File: src/rtl/uart_frame_loader.sv
// Parses SYNC/LEN_HI/LEN_LO/pixels/CHK uploads from the UART RX FIFO into frame buffer writes.
// Latency: pixel write, done and error pulses appear one cycle after the byte that causes them.
// Backpressure: none offered; a byte is popped every cycle the FIFO is non-empty and reset is low.
module uart_frame_loader #(
    parameter int          ADDR_W         = 14,
    parameter int          MAX_PIXELS     = 16384,
    parameter logic [7:0]  SYNC_BYTE      = 8'hA5,
    parameter int          TIMEOUT_CYCLES = 1_000_000
) (
    input  logic              clk_100MHz,
    input  logic              reset,
    input  logic              rx_empty,
    input  logic [7:0]        read_data,
    output logic              read_uart,
    output logic              wr_en,
    output logic [ADDR_W-1:0] wr_addr,
    output logic [7:0]        wr_data,
    output logic              busy,
    output logic              frame_done,
    output logic              frame_err,
    output logic [1:0]        err_code,
    output logic [ADDR_W:0]   pix_count
);

    localparam int TW = $clog2(TIMEOUT_CYCLES + 1);

    typedef enum logic [2:0] {
        S_IDLE,
        S_LEN_HI,
        S_LEN_LO,
        S_PIX,
        S_CHK
    } state_t;

    state_t              state_q, state_d;
    logic [15:0]         len_q, len_d;
    logic [ADDR_W-1:0]   cnt_q, cnt_d;
    logic [7:0]          sum_q, sum_d;
    logic [TW-1:0]       tmr_q, tmr_d;
    logic                wr_en_q, wr_en_d;
    logic [ADDR_W-1:0]   wr_addr_q, wr_addr_d;
    logic [7:0]          wr_data_q, wr_data_d;
    logic                done_q, done_d;
    logic                err_q, err_d;
    logic [1:0]          err_code_q, err_code_d;
    logic [ADDR_W:0]     pix_count_q, pix_count_d;

    logic                accept;
    logic [15:0]         len_full;

    // Pop whenever a byte is available; reset blocks the pop so nothing is lost.
    assign accept    = ~rx_empty & ~reset;
    assign read_uart = accept;
    assign len_full  = {len_q[15:8], read_data};

    // Next-state logic: byte parsing plus the inter-byte timeout (an accepted byte wins over expiry).
    always_comb begin
        state_d     = state_q;
        len_d       = len_q;
        cnt_d       = cnt_q;
        sum_d       = sum_q;
        tmr_d       = tmr_q;
        wr_en_d     = 1'b0;
        wr_addr_d   = wr_addr_q;
        wr_data_d   = wr_data_q;
        done_d      = 1'b0;
        err_d       = 1'b0;
        err_code_d  = err_code_q;
        pix_count_d = pix_count_q;

        if (state_q != S_IDLE) begin
            if (accept) begin
                tmr_d = '0;
            end else if (tmr_q == TW'(TIMEOUT_CYCLES - 1)) begin
                tmr_d      = '0;
                state_d    = S_IDLE;
                err_d      = 1'b1;
                err_code_d = 2'b11;
            end else begin
                tmr_d = tmr_q + 1'b1;
            end
        end

        if (accept) begin
            case (state_q)
                S_IDLE: begin
                    if (read_data == SYNC_BYTE) begin
                        state_d = S_LEN_HI;
                        tmr_d   = '0;
                    end
                end
                S_LEN_HI: begin
                    len_d   = {read_data, 8'h00};
                    state_d = S_LEN_LO;
                end
                S_LEN_LO: begin
                    len_d = len_full;
                    cnt_d = '0;
                    sum_d = 8'h00;
                    if (len_full > 16'(MAX_PIXELS)) begin
                        state_d    = S_IDLE;
                        err_d      = 1'b1;
                        err_code_d = 2'b10;
                    end else if (len_full == 16'h0000) begin
                        state_d = S_CHK;
                    end else begin
                        state_d = S_PIX;
                    end
                end
                S_PIX: begin
                    wr_en_d   = 1'b1;
                    wr_addr_d = cnt_q;
                    wr_data_d = read_data;
                    sum_d     = sum_q + read_data;
                    cnt_d     = cnt_q + 1'b1;
                    if (16'(cnt_q) + 16'd1 == len_q) begin
                        state_d = S_CHK;
                    end
                end
                S_CHK: begin
                    state_d = S_IDLE;
                    if (read_data == sum_q) begin
                        done_d      = 1'b1;
                        pix_count_d = len_q[ADDR_W:0];
                        err_code_d  = 2'b00;
                    end else begin
                        err_d      = 1'b1;
                        err_code_d = 2'b01;
                    end
                end
                default: state_d = S_IDLE;
            endcase
        end
    end

    // State and registered outputs; reset discards any partial frame without a pulse.
    always_ff @(posedge clk_100MHz) begin
        if (reset) begin
            state_q     <= S_IDLE;
            len_q       <= '0;
            cnt_q       <= '0;
            sum_q       <= '0;
            tmr_q       <= '0;
            wr_en_q     <= 1'b0;
            wr_addr_q   <= '0;
            wr_data_q   <= '0;
            done_q      <= 1'b0;
            err_q       <= 1'b0;
            err_code_q  <= '0;
            pix_count_q <= '0;
        end else begin
            state_q     <= state_d;
            len_q       <= len_d;
            cnt_q       <= cnt_d;
            sum_q       <= sum_d;
            tmr_q       <= tmr_d;
            wr_en_q     <= wr_en_d;
            wr_addr_q   <= wr_addr_d;
            wr_data_q   <= wr_data_d;
            done_q      <= done_d;
            err_q       <= err_d;
            err_code_q  <= err_code_d;
            pix_count_q <= pix_count_d;
        end
    end

    assign wr_en      = wr_en_q;
    assign wr_addr    = wr_addr_q;
    assign wr_data    = wr_data_q;
    assign busy       = (state_q != S_IDLE);
    assign frame_done = done_q;
    assign frame_err  = err_q;
    assign err_code   = err_code_q;
    assign pix_count  = pix_count_q;

endmodule

File: config.mk
export PLATFORM = sky130hd
export DESIGN_NAME = uart_frame_loader
export DESIGN_NICKNAME = d
export VERILOG_FILES = /design/src/rtl/uart_frame_loader.sv
export SDC_FILE = /design/constraint.sdc
export NUM_CORES = 1
export LEC_CHECK = 0
export BUFFER_PORTS_ARGS = -buffer_cell sky130_fd_sc_hd__buf_2
export CAP_MARGIN = 5
export CORE_UTILIZATION = 50
export DETAILED_ROUTE_END_ITERATION = 7
export PLACE_DENSITY = 0.73
export SLEW_MARGIN = 20
export SYNTH_ARGS = -nofsm -noshare
export SYNTH_HDL_FRONTEND = slang
export SYNTH_SLANG_ARGS = --single-unit
File: constraint.sdc
create_clock -name clk_100MHz -period 4.6 [get_ports clk_100MHz]
set_clock_uncertainty 0.15 [all_clocks]
set_input_delay 0.69 -clock clk_100MHz [delete_from_list [all_inputs] [get_ports clk_100MHz]]
set_output_delay 0.69 -clock clk_100MHz [all_outputs]
set_load 0.05 [all_outputs]
=== Word-level counts from Yosys, hierarchy flattened ===
Index checks and enable logic that the tools add are counted.

* Output and inout port bits: 44
* Bits in registers: 103

* Bitwise gates (word level): 6
* $lt $le $gt $ge: 1
* $add $sub $neg: 4
* Multiplexer cells: 34
* Reduce and logical (&&, ||, !) cells: 12
* Equal/unequal tests: 8

{| class="wikitable"
|+ Operators with widths
! cell !! count
|-
| $mux W20 || 6
|-
| $pmux W16 S2 || 1
|-
| $pmux W14 S2 || 1
|-
| $mux W3 || 8
|-
| $add A20 B1 Y20 const B || 1
|-
| $eq A20 B20 Y1 const B || 1
|-
| $eq A15 B16 Y1 || 1
|-
| $gt A16 B15 Y1 const B || 1
|-
| $logic_not A16 Y1 || 1
|-
| $pmux W8 S2 || 1
|-
| $add A14 B1 Y15 const B || 1
|-
| $add A14 B1 Y14 const B || 1
|-
| $pmux W3 S4 || 1
|-
| $mux W2 || 5
|-
| $mux W1 || 9
|-
| $add A8 B8 Y8 || 1
|-
| $eq A8 B8 Y1 || 1
|-
| $eq A8 B8 Y1 const B || 1
|-
| $eq A3 B2 Y1 const B || 2
|-
| $reduce_and A2 Y1 || 3
|-
| $reduce_and A3 Y1 || 2
|-
| $not A1 Y1 || 5
|-
| $pmux W2 S2 || 1
|-
| $reduce_bool A2 Y1 || 2
|-
| 8 further kinds || 8
|}

=== Depth between registers and ports, before layout ===
Gate-level depths: netlist of the first run.

* Depth in word-level cells: 7
* Depth in mapped cells: 12
* Depth with buffers taken out: 9

=== Worst setup path after synthesis of the first run ===
OpenSTA, ideal clock, no wires.

* Path kind: input to output
* Start point: input reset
* End point: output read_uart
* Arrival: 1.936 ns
* Path buffers: 3
* Path slack: 1.824 ns
* Stages on the path: 5
* Cells stage by stage: clkbuf_1 -> or2_1 -> clkbuf_1 -> inv_1 -> clkbuf_1

* Cells in the longest elaborated chain, start to end: 2

{| class="wikitable"
|+ RTL lines
! element !! line !! text
|-
| start, declared || 11 || <nowiki>input logic reset,</nowiki>
|-
| $not A1 Y1 || 52 || <nowiki>assign accept = ~rx_empty & ~reset;</nowiki>
|-
| $and A1 B1 Y1 || 52 ||
|-
| end, declared || 14 || <nowiki>output logic read_uart,</nowiki>
|}

Every way passes these cells.

=== Worst setup path in the final report of the first run ===
* Start point: register state_q[0]
* End point: output busy

* Cells in the longest elaborated chain, start to end: 1

{| class="wikitable"
|+ RTL lines
! element !! line !! text
|-
| start, declared || 35 || <nowiki>state_t state_q, state_d;</nowiki>
|-
| start signal, assigned || 152 || <nowiki>state_q <= state_d;</nowiki>
|-
| $reduce_bool A3 Y1 || 170 || <nowiki>assign busy = (state_q != S_IDLE);</nowiki>
|-
| end, declared || 18 || <nowiki>output logic busy,</nowiki>
|}

Every way passes these cells.

==> results of run 1 <==
[per-layer routing]
metal	global-route usage [%]	vias to the layer above	routed length, um
met5	0	-	0
met4	10.0	0	301
met3	4.01	27	522
met2	38.8	127	5850
met1	30.0	2203	5670
li1	-	2285	-
[final cells by class]
cell class | count | area (um2) | share of cell area, %
multi-input combinational | 485 | 2900 | 51.2
timing repair buffer | 57 | 293 | 5.16
clock buffer | 9 | 124 | 2.18
inverter | 9 | 33.8 | 0.596
sequential | 103 | 2060 | 36.4
clock inverter | 6 | 86.3 | 1.52
tap | 133 | 166 | 2.94
[cells in the final DEF (no fill, tap or decap), types with 11 or more instances in the layout]
cell,netlist,final
buf_2,11,54
nand3b_1,23,23
o21ai_0,28,28
a21oi_1,53,53
dfxtp_1,103,103
nand3_1,31,31
nor2_1,73,73
nor3_1,16,16
nand2_1,89,89
xnor2_1,16,16
mux2i_1,24,24
nor3b_1,11,11
[stage by stage]
| stage | cells | total power [mW] | cell area, um2 | hold slack (ns) |
|---|---|---|---|---|
| 6_report | 802 | 1.56 | 5670 | 0.310 |
| 5_1_grt | 802 | 1.60 | 5670 | 0.324 |
| 4_1_cts | 802 | 1.56 | 5670 | 0.314 |
| 3_5_place_dp | 787 | 0.960 | 5460 | 0.301 |
| 3_3_place_gp | 787 | 0.959 | 5460 | 0.294 |
| 2_1_floorplan | 641 | 0.944 | 5220 | 0.286 |
[state kept, by name (all words and copies together) (netlist names), 2 cells and up]
name and count:
cnt_q 14, err_code 2, len_q 16, pix_count 15
state_q 3, sum_q 8, tmr_q 20, wr_addr 14
wr_data 8
[kinds of logic after synthesis]
kind of cell,after synthesis
and+or+nand+nor,305
xor gates and xnor gates,25
muxes,24
DFF,103
buffers and inverters,53
AOI/OAI and AO/OA,121
adders and majority gates,10
[worst min-delay path, stage by stage (launching register included)]
cell and delay (ns):
dfxtp_1 0.32, nand2_1 0.05, a21oi_1 0.05
[worst paths after layout]
path,from,endpoint,slack [ns],cells after the start
min reg2reg,sum_q[2],sum_q[2],0.31,2
min,sum_q[2],sum_q[2],0.31,2
max reg2reg,cnt_q[0],state_q[1],1.76,9
max,state_q[0],busy,1.71,3
[where the power goes]
part / total [mW] / switching [mW] / internal (mW) / leakage, nW
registers: 0.891 / 0.0000630 / 0.891 / 0.829
clock network: 0.615 / 0.312 / 0.303 / 0.105
logic: 0.0494 / 0.0352 / 0.0142 / 1.36
[synth_stat cells (all sizes together), types with 2 or more instances]
cell type / number / area, um2
a211oi: 4 / 35.0
a21o: 5 / 37.5
a21oi: 53 / 265
a22oi: 3 / 22.5
a2bb2oi: 2 / 23.8
a311oi: 2 / 17.5
a31oi: 5 / 31.3
and3: 12 / 90.1
and4: 4 / 40.0
buf: 18 / 119
clkbuf: 26 / 97.6
dfxtp: 103 / 2060
ha: 9 / 113
inv: 9 / 33.8
mux2i: 24 / 240
nand2: 93 / 369
nand2b: 3 / 18.8
nand3: 31 / 155
nand3b: 23 / 173
nand4: 8 / 56.3
nor2: 75 / 292
nor2b: 6 / 45.0
nor3: 18 / 100
nor3b: 11 / 82.6
nor4: 9 / 71.3
o21a: 3 / 22.5
o21ai: 32 / 160
o2bb2ai: 2 / 17.5
or2: 4 / 25.0
or3: 2 / 12.5
xnor2: 16 / 140
xor2: 9 / 78.8
==> flow_metrics.env, run 1 <==
export IMPL_status="finished clean"
export IMPL_fillers=908
export IMPL_cts_max_path_buffers=2
export IMPL_fin_tns_setup_ns=0
export IMPL_synth_distinct_cells=67
export IMPL_synth_top_family_by_area="simple AND/OR/NAND/NOR gates"
export IMPL_ctsRootBufferMaster="clkbuf_8"
export IMPL_crit_chain="nor3_2, inv_2, buf_2"
export IMPL_critPathBufInv=2
export IMPL_holdBufCountCts=0
export IMPL_pin_count=55
export IMPL_std_cell_rows=36
export IMPL_hold_viol=0
export IMPL_firstDrtPassIters=4
export IMPL_ys_ff_latch=103
export IMPL_setup_worst_path_start_class="flip-flop"
export IMPL_fp_dieH_um=104
export IMPL_synth_edf_count=0
export IMPL_areaGrowthSynthToFinish_pct=8.68
export IMPL_powerDensity_nw_per_um2=274
export IMPL_wirelength_um=12300
export IMPL_arrival_ns=2.05
export IMPL_preCtsSetupSlack_ns=1.40
export IMPL_grt_pass1_wl_um=20700
export IMPL_grt_total_usage_pct=23.4
export IMPL_wl_per_cell_um=15.4
export IMPL_diodes=0
export IMPL_muxShareOfSynthArea_pct=4.61
export IMPL_async_flop_share_pct=0
export IMPL_ant_nets=0
export IMPL_ys_seq_area_share_pct=39.5
export IMPL_max_stage_delay_ns=0.64
export IMPL_cts_repair_resized=0
export IMPL_clock_sinks=103
export IMPL_p_leak_nw=2.29
export IMPL_fin_util_pct=57.0
export IMPL_period_share_pct=62.9
export IMPL_synthSimpleGateAreaFrac_pct=30.3
export IMPL_yosys_warnings=0
export IMPL_max_freq_mhz=346
export IMPL_numPortBuffers=54
export IMPL_via_per_inst=5.79
export IMPL_synth_ff_type="dfxtp_1"
export IMPL_critPathTopFamily="simple AND/OR/NAND/NOR gates"
export IMPL_cts_buffers=9
export IMPL_fin_crit_ns=2.89
export IMPL_synth_compound_area_share_pct=14.0
export IMPL_gp_congestion=0.875
export IMPL_grt_max_degree=97
export IMPL_ir_drop_v=0.000167
export IMPL_critPathRequiredTime_ns=3.76
export IMPL_cts_clk_slew_worst_paths_ns=0.09
export IMPL_syn_avg_cell_area_um2=8.14
export IMPL_syn_nets=662
export IMPL_clkLatencyLatePin_ns=0.38
export IMPL_post_cts_repair_setup_buffers=0
export IMPL_finalSetupViolations=0
export IMPL_synth_xor_area_share_pct=4.20
export IMPL_synth_cells=641
export IMPL_grt_overflow=0
export IMPL_antenna_found_initial=0
export IMPL_synth_adder_area_share_pct=2.54
export IMPL_rsz0062_at_grt="no"
export IMPL_initial_utilization_pct=52.4
export IMPL_drc=0
export IMPL_core_um2=9950
export IMPL_cts_tree="done"
export IMPL_drv_slew=0
export IMPL_endpoint_kind="primary output"
export IMPL_maxCapViolations=0
export IMPL_dp_hpwl_um=8770
export IMPL_vias=4642
export IMPL_grt_pass1_vias=4318
export IMPL_slowest_stage="nor3_2"
export IMPL_synth_area_um2=5220
export IMPL_dieArea_um2=10800
export IMPL_die_x_um=104
export IMPL_htree_num_levels=3
export IMPL_drive_above_1_share_pct=14.2
export IMPL_relSlewSlack_pct=38.9
export IMPL_tightest_slew_ns=0.916
export IMPL_setup_ws_ns=1.71
export IMPL_hold_class="flip-flop to flip-flop"
export IMPL_cp_max_fo=19
export IMPL_drt_iter0_drc=251
export IMPL_final_nets=686
export IMPL_critical_path_class="flip-flop to primary output"
No activity file was read; power rests on OpenSTA's default activity.
==> run 2, diff against run 1 <==
clock period = 2.66 ns   (was 4.6 ns; I/O delays follow)
==> run 2 against run 1 <==
Effect of this change: hold slack got worse by 0.14 ns; largest cell class unchanged; power rose by 79%; critical path depth rose by 6; highest routed layer unchanged.
==> flow_metrics.env, run 2 (synthesis results as in run 1) <==
export IMPL_status="finished clean"
export IMPL_die_x_um=104
export IMPL_maxCapViolations=0
export IMPL_total_power_mw=2.78
export IMPL_wirelength_um=12700
export IMPL_htree_num_levels=3
export IMPL_grt_max_degree=97
export IMPL_max_freq_mhz=401
export IMPL_firstDrtPassIters=5
export IMPL_slowest_stage="or2_2"
export IMPL_critPathBufInv=0
export IMPL_ir_drop_v=0.000394
export IMPL_finalSetupViolations=0
export IMPL_place_area_um2=5600
export IMPL_clkLatencyLatePin_ns=0.38
export IMPL_fin_crit_ns=2.50
export IMPL_cts_repair_resized=0
export IMPL_p_leak_nw=2.40
export IMPL_dp_hpwl_um=8920
export IMPL_vias=4766
export IMPL_pwr_share_clk_pct=41.4
export IMPL_setup_worst_path_start_class="flip-flop"
export IMPL_cts_tree="done"
export IMPL_std_cell_rows=36
export IMPL_fp_dieH_um=104
export IMPL_core_um2=9950
export IMPL_final_cell_area_um2=5850
export IMPL_regMostFlops="tmr_q"
export IMPL_grt_overflow=0
export IMPL_hold_class="input pin to flip-flop"
export IMPL_clock_sinks=103
export IMPL_cts_clk_slew_worst_paths_ns=0.09
export IMPL_final_common_cell="dfxtp_1"
export IMPL_drive_above_1_share_pct=17.0
export IMPL_drc=0
export IMPL_ant_nets=0
export IMPL_crit_chain="ha_2, and3_4, nand4_2, or2_2, xnor2_1, nand4_1, a211oi_2, o21a_1, a211oi_1"
export IMPL_critical_path_class="flip-flop to flip-flop"
export IMPL_via_per_inst=5.81
export IMPL_dieArea_um2=10800
export IMPL_final_cell_mix="dfxtp_1, nand2_1, nor2_1"
export IMPL_cts_buffers=9
export IMPL_areaGrowthSynthToFinish_pct=12.2
export IMPL_cts_max_path_buffers=2
export IMPL_endpoint_kind="flip-flop"
export IMPL_wl_per_cell_um=15.5
export IMPL_relSlewSlack_pct=37.6
export IMPL_swShare_pct=21.4
export IMPL_pwr_share_seq_pct=55.4
export IMPL_final_nets=705
export IMPL_cp_max_fo=7
export IMPL_tightest_slew_ns=0.936
export IMPL_p_switching_mw=0.595
export IMPL_grt_pass1_vias=4527
export IMPL_intPower_mw=2.19
export IMPL_post_cts_repair_setup_buffers=0
export IMPL_max_stage_delay_ns=0.36
export IMPL_initial_utilization_pct=52.4
export IMPL_comb_power_share_pct=3.3
export IMPL_hold_viol=0
export IMPL_holdBufCountCts=0
export IMPL_rsz0062_at_grt="no"
export IMPL_pin_count=55
export IMPL_ctsRootBufferMaster="clkbuf_8"
export IMPL_drv_slew=0
export IMPL_numPortBuffers=54
export IMPL_drt_iter0_drc=319
export IMPL_gp_congestion=0.937
export IMPL_powerDensity_nw_per_um2=475
export IMPL_diodes=0
export IMPL_largest_register_ff_count=20
export IMPL_grt_total_usage_pct=24.5
export IMPL_critPathTopFamily="simple AND/OR/NAND/NOR gates"
export IMPL_grt_pass1_wl_um=21900
export IMPL_fin_util_pct=58.8
export IMPL_arrival_ns=2.56
export IMPL_critPathRequiredTime_ns=2.72
export IMPL_fin_tns_setup_ns=0
export IMPL_antenna_found_initial=0
export IMPL_period_share_pct=93.9
## run 2: cell type report
cell class | count | area (um2)
clock inverters | 6 | 110
inverters | 9 | 33.8
multi-input cells | 485 | 2920
repair buffers | 76 | 435
well taps | 133 | 166
fillers | 922 | 4100
flip-flops and latches | 103 | 2060
clock buffers | 9 | 124
## run 2: worst reg2reg max path: stages, from the launching register on
cell	delay, ns
dfxtp_1	0.35
ha_2	0.24
and3_4	0.23
nand4_2	0.18
or2_2	0.36
xnor2_1	0.19
nand4_1	0.13
a211oi_2	0.26
o21a_1	0.20
a211oi_1	0.07
## run 2: path summary, 6_finish.rpt
check | startpoint | to | slack (ns) | depth (start not counted)
setup / recovery | cnt_q[0] | state_q[0] | 0.16 | 9
hold / removal | read_data[3] | wr_data[3] | 0.17 | 3
setup reg to reg | cnt_q[0] | state_q[0] | 0.16 | 9
hold reg to reg | sum_q[6] | sum_q[6] | 0.31 | 2
## run 2: metal layers
| layer | GRT usage (%) | part of all wire (%) | vias to the layer above |
|---|---|---|---|
| met4 | 10.0 | 2.1 | 0 |
| met2 | 39.8 | 47 | 139 |
| li1 | - | - | 2330 |
| met1 | 32.4 | 46 | 2275 |
| met5 | 0 | 0 | - |
| met3 | 4.20 | 5.2 | 22 |
## run 2: power by group through the flow
stage | clock network (mW) | logic (mW) | registers (mW)
after floorplan | 0 | 0.0563 | 1.58
after global placement | 0 | 0.0871 | 1.58
after detailed placement | 0 | 0.0898 | 1.58
after CTS | 1.16 | 0.0899 | 1.54
after global routing | 1.23 | 0.0987 | 1.54
final | 1.15 | 0.0910 | 1.54
## run 2: per-stage QoR
stage | hold slack (ns) | setup slack [ns] | instances
2_1_floorplan | 0.286 | 0.322 | 641
6_report | 0.169 | 0.163 | 821
5_1_grt | 0.160 | 0.0487 | 821
3_5_place_dp | 0.299 | 0.0174 | 806
4_1_cts | 0.156 | 0.0949 | 821
3_3_place_gp | 0.293 | 0.108 | 806
